==> config.mk <==
export PLATFORM = sky130hd
export DESIGN_NAME = l1_readout_sequencer
export DESIGN_NICKNAME = d
export VERILOG_FILES = /design/src/rtl/l1_readout_sequencer_pkg.sv /design/src/rtl/l1_readout_sequencer_tmr_vote.sv /design/src/rtl/l1_readout_sequencer.sv
export SDC_FILE = /design/constraint.sdc
export NUM_CORES = 1
export LEC_CHECK = 0
export ABC_AREA = 1
export BUFFER_PORTS_ARGS = -buffer_cell sky130_fd_sc_hd__buf_2
export CORE_UTILIZATION = 51
export CTS_CLUSTER_DIAMETER = 60
export CTS_CLUSTER_SIZE = 28
export DETAILED_ROUTE_END_ITERATION = 8
export GPL_TIMING_DRIVEN = 0
export PLACE_DENSITY_LB_ADDON = 0.2
export SLEW_MARGIN = 20
export SYNTH_ARGS = -nofsm -noshare
export SYNTH_HDL_FRONTEND = slang
export SYNTH_SLANG_ARGS = --single-unit
==> constraint.sdc <==
create_clock -name Clk -period 4 [get_ports Clk]
set_input_delay 0.4 -clock Clk [delete_from_list [all_inputs] [get_ports Clk]]
set_output_delay 0.4 -clock Clk [all_outputs]
set_load 0.02 [all_outputs]
==> src/rtl/l1_readout_sequencer_pkg.sv <==
// Shared definitions for the L1 readout sequencer: default sizing and the
// Gray-ordered FSM encoding used by every redundant state copy.
package l1_readout_sequencer_pkg;

  localparam int PEND_W_DEF   = 4;
  localparam int MAX_PEND_DEF = 15;
  localparam int TO_W_DEF     = 8;
  localparam int TIMEOUT_DEF  = 255;
  localparam int GAP_CYC_DEF  = 2;

  // Gray order: the normal IDLE->REQ->WAIT->GAP->IDLE walk flips one bit per step.
  typedef enum logic [1:0] {
    IDLE = 2'b00,
    REQ  = 2'b01,
    WAIT = 2'b11,
    GAP  = 2'b10
  } state_e;

  // REQ and WAIT are exactly the states with bit 0 set.
  function automatic logic is_read_active(input state_e s);
    return s[0];
  endfunction

endpackage

==> src/rtl/l1_readout_sequencer_tmr_vote.sv <==
// Bitwise 2-of-3 majority voter with a flag raised whenever any copy
// disagrees with the others.
module l1_readout_sequencer_tmr_vote #(
  parameter int W = 1
) (
  input  logic [W-1:0] a,
  input  logic [W-1:0] b,
  input  logic [W-1:0] c,
  output logic [W-1:0] y,
  output logic         mismatch
);

  assign y        = (a & b) | (a & c) | (b & c);
  assign mismatch = |((a ^ b) | (a ^ c));

endmodule

==> src/rtl/l1_readout_sequencer.sv <==
// Turns L1 trigger accepts into a queue of single-cycle NewDataReq pulses,
// one per event, with triple-redundant pending count and FSM state.
module l1_readout_sequencer
  import l1_readout_sequencer_pkg::*;
#(
  parameter int PEND_W   = PEND_W_DEF,
  parameter int MAX_PEND = MAX_PEND_DEF,
  parameter int TO_W     = TO_W_DEF,
  parameter int TIMEOUT  = TIMEOUT_DEF,
  parameter int GAP_CYC  = GAP_CYC_DEF
) (
  input  logic              Clk,
  input  logic              Reset,
  input  logic              Trigger,
  input  logic              Stall,
  input  logic              EndOfEvent,
  output logic              NewDataReq,
  output logic [PEND_W-1:0] Pending,
  output logic              ReadActive,
  output logic              Overflow,
  output logic              Timeout,
  output logic              SeuError
);

  localparam int GAP_W = (GAP_CYC > 1) ? $clog2(GAP_CYC) : 1;

  // Protocol: Trigger and EndOfEvent are single-cycle pulses sampled on the
  // rising edge; NewDataReq is a single-cycle pulse with no acknowledge.
  // Stall only holds the FSM in IDLE, it never cancels a request in flight.

  logic [PEND_W-1:0] pend0_q, pend1_q, pend2_q;
  logic [PEND_W-1:0] pend_d, pend_v;
  logic [1:0]        state0_q, state1_q, state2_q;
  logic [1:0]        state_raw;
  state_e            state_d, state_v;
  logic [TO_W-1:0]   tcnt_q, tcnt_d, tcnt_inc;
  logic [GAP_W-1:0]  gcnt_q, gcnt_d;
  logic              ovf_q, ovf_d;
  logic              to_q, to_d;
  logic              seu_q, seu_d;
  logic              pend_mis, state_mis;
  logic              req_exit;

  l1_readout_sequencer_tmr_vote #(.W(PEND_W)) u_vote_pend (
    .a        (pend0_q),
    .b        (pend1_q),
    .c        (pend2_q),
    .y        (pend_v),
    .mismatch (pend_mis)
  );

  l1_readout_sequencer_tmr_vote #(.W(2)) u_vote_state (
    .a        (state0_q),
    .b        (state1_q),
    .c        (state2_q),
    .y        (state_raw),
    .mismatch (state_mis)
  );

  assign state_v = state_e'(state_raw);

  // Every copy reloads from the voted value, which scrubs a single upset.
  always_ff @(posedge Clk or negedge Reset) begin
    if (!Reset) begin
      pend0_q  <= '0;
      pend1_q  <= '0;
      pend2_q  <= '0;
      state0_q <= IDLE;
      state1_q <= IDLE;
      state2_q <= IDLE;
      tcnt_q   <= '0;
      gcnt_q   <= '0;
      ovf_q    <= 1'b0;
      to_q     <= 1'b0;
    end else begin
      pend0_q  <= pend_d;
      pend1_q  <= pend_d;
      pend2_q  <= pend_d;
      state0_q <= state_d;
      state1_q <= state_d;
      state2_q <= state_d;
      tcnt_q   <= tcnt_d;
      gcnt_q   <= gcnt_d;
      ovf_q    <= ovf_d;
      to_q     <= to_d;
    end
  end

  always_ff @(negedge Clk or negedge Reset) begin
    if (!Reset) seu_q <= 1'b0;
    else        seu_q <= seu_d;
  end

  always_comb begin
    state_d  = state_v;
    tcnt_d   = tcnt_q;
    gcnt_d   = '0;
    to_d     = 1'b0;
    tcnt_inc = tcnt_q + 1'b1;
    case (state_v)
      IDLE: if ((pend_v != '0) && !Stall) state_d = REQ;
      REQ: begin
        state_d = WAIT;
        tcnt_d  = '0;
      end
      WAIT: begin
        if (EndOfEvent) begin
          state_d = GAP;
        end else if (tcnt_inc == TO_W'(TIMEOUT)) begin
          state_d = GAP;
          to_d    = 1'b1;
        end else begin
          tcnt_d = tcnt_inc;
        end
      end
      GAP: begin
        if (gcnt_q == GAP_W'(GAP_CYC - 1)) state_d = IDLE;
        else                               gcnt_d  = gcnt_q + 1'b1;
      end
      default: state_d = IDLE;
    endcase
  end

  // A trigger landing on the REQ exit edge cancels the decrement, so no
  // overflow is possible on that edge even when saturated.
  always_comb begin
    req_exit = (state_v == REQ);
    pend_d   = pend_v;
    ovf_d    = 1'b0;
    seu_d    = pend_mis | state_mis;
    if (Trigger && !req_exit) begin
      if (pend_v == PEND_W'(MAX_PEND)) ovf_d  = 1'b1;
      else                             pend_d = pend_v + 1'b1;
    end else if (!Trigger && req_exit) begin
      pend_d = pend_v - 1'b1;
    end
  end

  always_comb begin
    NewDataReq = (state_v == REQ);
    ReadActive = is_read_active(state_v);
    Pending    = pend_v;
    Overflow   = ovf_q;
    Timeout    = to_q;
    SeuError   = seu_q;
  end

endmodule

# ---- After elaboration in Yosys (flattened, before gate mapping)
# Cells that the tools add are included.
dict set report word_totals {
  reg_bits 18
  latchBits 0
  ramBits 0
  mem_bits_ro 0
  input_bits 5
  output_inout_bits 9
  memories 0
}
dict set report op_classes {
  addsub 4
  multipliers 0
  div_mod_pow 0
  order_cmp 0
  eq_ne 7
  n_shift 0
  n_mux 18
  bitwise_logic 11
  n_reduce_logical 12
}
# op n
set op_table {}
lappend op_table {{8-bit two-way mux} 2}
lappend op_table {{8-bit one-hot mux with 2 select lines} 1}
lappend op_table {{4-bit two-way mux} 3}
lappend op_table {{4-bit bitwise OR} 3}
lappend op_table {{8-bit by 1-bit adder with 8-bit output, second input constant} 1}
lappend op_table {{8-bit equality test, second input constant} 1}
lappend op_table {{2-bit two-way mux} 4}
lappend op_table {{2-bit one-hot mux with 4 select lines} 1}
lappend op_table {{1-bit two-way mux} 7}
lappend op_table {{2-bit bitwise OR} 3}
lappend op_table {{4-bit by 1-bit adder with 4-bit output, second input constant} 1}
lappend op_table {{4-bit AND} 1}
lappend op_table {{2-bit equality test, second input constant} 2}
lappend op_table {{4-bit equality test, second input constant} 1}
lappend op_table {{2-bit inequality test, second input constant} 2}
lappend op_table {{4-bit nonzero test} 1}
lappend op_table {{4-bit OR reduction} 1}
lappend op_table {{4-bit by 1-bit subtractor with 4-bit output, second input constant} 1}
lappend op_table {{4-bit XOR} 1}
lappend op_table {{1-bit logical AND} 3}
lappend op_table {{1-bit zero test} 3}
lappend op_table {{3-bit AND reduction} 1}
lappend op_table {{2-bit AND} 1}
lappend op_table {{2-bit by 1-bit equality test with 1-bit output, second input constant} 1}
lappend op_table {{other kinds (6)} 6}

# ---- Longest topological paths before layout
dict set report depth {
  ltp_word 7
  depth_mapped 11
  mapped_depth_nobuf 11
}

# ---- Cells and area by module
# From an unflattened synthesis, not the netlist that was laid out.
dict set report hier_totals {
  hier_cells 181
  area_unflattened_um2 1360.1
}
# module n_inst cells_each area_each_um2 seq_area_each_um2
set by_module_without_submodules {}
lappend by_module_without_submodules {l1_readout_sequencer 1 133 1074.8 450.4}
lappend by_module_without_submodules {{l1_readout_sequencer_tmr_vote at u_vote_pend} 1 35 201.4 0.0}
lappend by_module_without_submodules {{l1_readout_sequencer_tmr_vote at u_vote_state} 1 13 83.8 0.0}

==> summary by stage <==
Place
The placer's final routability congestion estimate is 0.8142. The placement-stage worst setup slack is around 2.3 ns. In this run the tool buffered the top-level ports with 12 buffer cells. The placed wire-length estimate is around 1500 µm. Once placement finished, the instance area stood at roughly 1100 µm².

Global routing
The number of antenna violations at the first check in global routing was 0. The global-route wire length before repair is around 3200 µm. The via count of the first global-routing pass came to 776. For this run, the total global-route usage over all layers was measured as roughly a fifth. The global-route congestion overflow total is 0. The pin count of the biggest net entering global routing is 18.

Finish
The most common cell after layout, fill and taps aside is sky130_fd_sc_hd__nand2_1. The growth of design area from synthesis to finish is 11.46%. Cells with a size suffix above 1 make up roughly a fifth of the layout. Leaving out fill and tap cells, the most frequent cells in the layout are sky130_fd_sc_hd__nand2_1, sky130_fd_sc_hd__nand3_1, sky130_fd_sc_hd__dfrtp_1. After routing the design area is between 1000 and 1500 µm².

The final net count is roughly 160. The antenna diode count is 0.

Routing
The total met3 wirelength after detailed routing is about 39 µm. The total DRC errors in the routed layout is 0. The via density per instance is 5.314. The number of detailed-route iterations in the first pass is 4. Routed signal wires occupy layers up through met4. The total met2 wirelength after detailed routing is between 900 and 1000 µm.

The detailed router placed roughly 900 vias in this run. The wire length per cell after detailed routing is ~11 µm. The total wire length is roughly 1900 µm. The met1 routed wirelength after detailed routing is between 800 and 900 µm.

The count of nets left with antenna violations once routing finished came out at 0. The detailed router finished its first iteration with 17 violations.

Yosys
The top cell type by area accounts for approximately 40% of the synthesized area. Yosys attributes the largest share of cell area to sky130_fd_sc_hd__dfrtp_1, sky130_fd_sc_hd__nand2_1, sky130_fd_sc_hd__nand3_1. Averaged over all synthesized cells, the footprint is 8.103 µm². The multiplexer fraction of the synthesized cell area is 0%. The area share of xor/xnor cells in the synthesized design is ~3.4%. sky130_fd_sc_hd__dfrtp_1 takes more of the synthesized area than any other cell.

Yosys printed 0 warnings. The synthesized netlist devotes between 30% and 40% of its cell area to simple gates. The cell count after synthesis is about 130. The count of different cell masters after synthesis is 27. The synthesized netlist devotes between 5 and 6% of its cell area to compound gates. The flop and latch count out of synthesis is 17.

The number of nets in the synthesized netlist is 138. By area, the combinational part of the netlist is dominated by simple AND/OR/NAND/NOR gates. The cell area after synthesis is ~1000 µm². Of the total synthesized cell area, the portion taken by full adders, half adders and majority gates is under 10%. After synthesis, flip-flops and latches occupy approximately two fifths of the total area.

Worst setup path
The kind of end point of the critical path is a flop. The slowest cell on the critical path is sky130_fd_sc_hd__dfrtp_1. STA puts the critical path data required time at approximately 4.2 ns. Traced cell by cell, the critical path runs through ha_1 -> nand3_1 -> o21bai_1 -> nand2_1 -> nor2_2 -> nand2_4 -> nand2_8 -> nand3_1 -> nand2_1. On the worst path, the slowest cell contributes a delay of about 0.44 ns.

The number of buffers and inverters on the critical path is 0. At the worst endpoint, the arrival time is approximately 1.9 ns. The worst setup path is launched from a flop. Along the worst path, the maximum fanout reaches 10.

The kind of critical path is reg2reg. The dominant delay contributor by cell family on the critical path is simple AND/OR/NAND/NOR gates.

Floorplanning
Row generation in the floorplan step produced 15 rows. In this run the count of I/O pins placed on the die edge is 14. The vertical die dimension is 47.10 µm. The starting density of the core is between 50% and 60%. The die covers 2218 µm². The die extent in x is 47.10 µm. The total area inside the core boundary comes to about 1800 µm².

Power
Dividing total power by cell area gives a power density of between 500 and 600 nW/µm². Summed over all cells, the static leakage comes to 0.0005741 µW. IR analysis of the VDD net gives a maximum drop of 0.0003702 V.

Clocking
The clock net in this run drives a total of 17 sinks. After clock tree synthesis, the repair step resized 0 gates. The root buffer selected by CTS is sky130_fd_sc_hd__clkbuf_4. Buffers inserted during clock tree synthesis total 3. The TritonCTS clock tree is yes. Clock latency on the worst-skew pair, taken at its later pin, is 0.29 ns. The clock passes through at most 2 buffers. CTS built an H-tree with a depth of 1.

The cts-stage hold buffer count is 0. The clock transition at the registers of the reported paths is about 0.1 ns. Once the clock tree was built, the setup fixing pass inserted 0 buffers.

Timing
Static timing analysis puts the maximum clock frequency at a little under 600 MHz. The ratio of final minimum period to clock period is 42.49%. The measured slew at the worst slew-check pin is 0.5499 ns.

The final hold violation count is 0. The number of pins exceeding their max-slew limit in the final report is 0. The worst pin sits at a relative slew slack of between 60% and 70%. The setup TNS is 0 ns. Setup repair after global routing left no endpoint under its margin. After layout, the minimum clock period comes to ~1.7 ns. The worst setup slack after layout is 2.300 ns. The count of final setup violators is 0.

On the final layout, the worst clock skew is 0.008582 ns.

Run
The max capacitance violation total is 0.

Run status
The flow ran to the end, and the final reports show no timing, DRC or antenna violations.

Min path
The kind of path behind the tightest hold check is in2async.
==> flip-flops by register name, summed over array words and instances, names as in the netlist <==
signal,flops
tcnt_q,8
pend2_q,4
state2_q,2
gcnt_q,1
Timeout,1
Overflow,1
==> per-stage QoR <==
| step | hold WS (ns) | instances | total power [µW] | utilization [%] |
|---|---|---|---|---|
| 2_1_floorplan | 0.1044 | 128 | 485.5 | - |
| 3_3_place_gp | 0.3372 | 165 | 555.6 | 61.99 |
| 3_5_place_dp | 0.3436 | 165 | 563.5 | 61.99 |
| 4_1_cts | 0.01520 | 169 | 656.6 | 63.51 |
| 5_1_grt | 0.03432 | 169 | 708.0 | 63.51 |
| 6_report | 0.003101 | 169 | 649.4 | 63.51 |
==> logic make-up (layout without fill, tap and decap cells) <==
family | Yosys count | count (layout)
buffers and inverters | 16 | 32
xor gates and xnor gates | 4 | 4
adders and majority gates | 5 | 5
AOI/OAI and AO/OA | 8 | 8
DFF | 17 | 17
and+or+nand+nor | 77 | 77
other | 1 | 1
==> synthesized netlist by cell type (all sizes together) <==
| cell | number |
|---|---|
| a21oi | 1 |
| a31oi | 1 |
| buf | 2 |
| clkbuf | 1 |
| conb | 1 |
| dfrtp | 17 |
| ha | 5 |
| inv | 13 |
| nand2 | 34 |
| nand3 | 21 |
| nand3b | 1 |
| nand4 | 6 |
| nor2 | 13 |
| nor3 | 1 |
| o211ai | 1 |
| o21ai | 1 |
| o21bai | 2 |
| o221ai | 2 |
| or2 | 1 |
| xnor2 | 2 |
| xor2 | 2 |
==> worst register-to-register path, cell delays in order (launching register included) <==
cell and delay, ns:
sky130_fd_sc_hd__dfrtp_1 0.44, sky130_fd_sc_hd__ha_1 0.22, sky130_fd_sc_hd__nand3_1 0.15, sky130_fd_sc_hd__o21bai_1 0.20, sky130_fd_sc_hd__nand2_1 0.09, sky130_fd_sc_hd__nor2_2 0.15
sky130_fd_sc_hd__nand2_4 0.13, sky130_fd_sc_hd__nand2_8 0.12, sky130_fd_sc_hd__nand3_1 0.07, sky130_fd_sc_hd__nand2_1 0.06
==> final cells by class <==
type / instances / area [µm²]
repair buffers: 12 / 60.06
plain buffers: 3 / 16.27
clock buffers: 3 / 22.52
inverters: 13 / 48.80
flip-flops and latches: 17 / 425.4
multi-input cells: 95 / 546.8
clock inverters: 1 / 5.005
well taps: 25 / 31.28
fillers: 167 / 664.4
==> layer usage <==
metal  GRT usage (%)  vias to the layer above
li1                -                      455
met1           26.96                      424
met2           35.00                       15
met3           3.462                        4
met4           10.29                        0
met5               0                        -
==> path summary, 6_finish.rpt <==
path	startpoint	to	slack, ns	depth (start not counted)
min in group Clk	EndOfEvent	Timeout	0.27	2
max reg2reg	tcnt_q[0]	tcnt_q[3]	2.30	9
min reg2reg	state2_q[0]	gcnt_q	0.49	1
min	Reset	state2_q[1]	0.003	1
max in group asynchronous	Reset	pend2_q[3]	3.72	1
max	tcnt_q[0]	tcnt_q[3]	2.30	9
==> report_power, final <==
part / internal, µW / switching [µW]
combinational: 108 / 189
sequential: 219 / 42.6
clock: 37.2 / 53.9
Power figures use the tool's default switching activity.
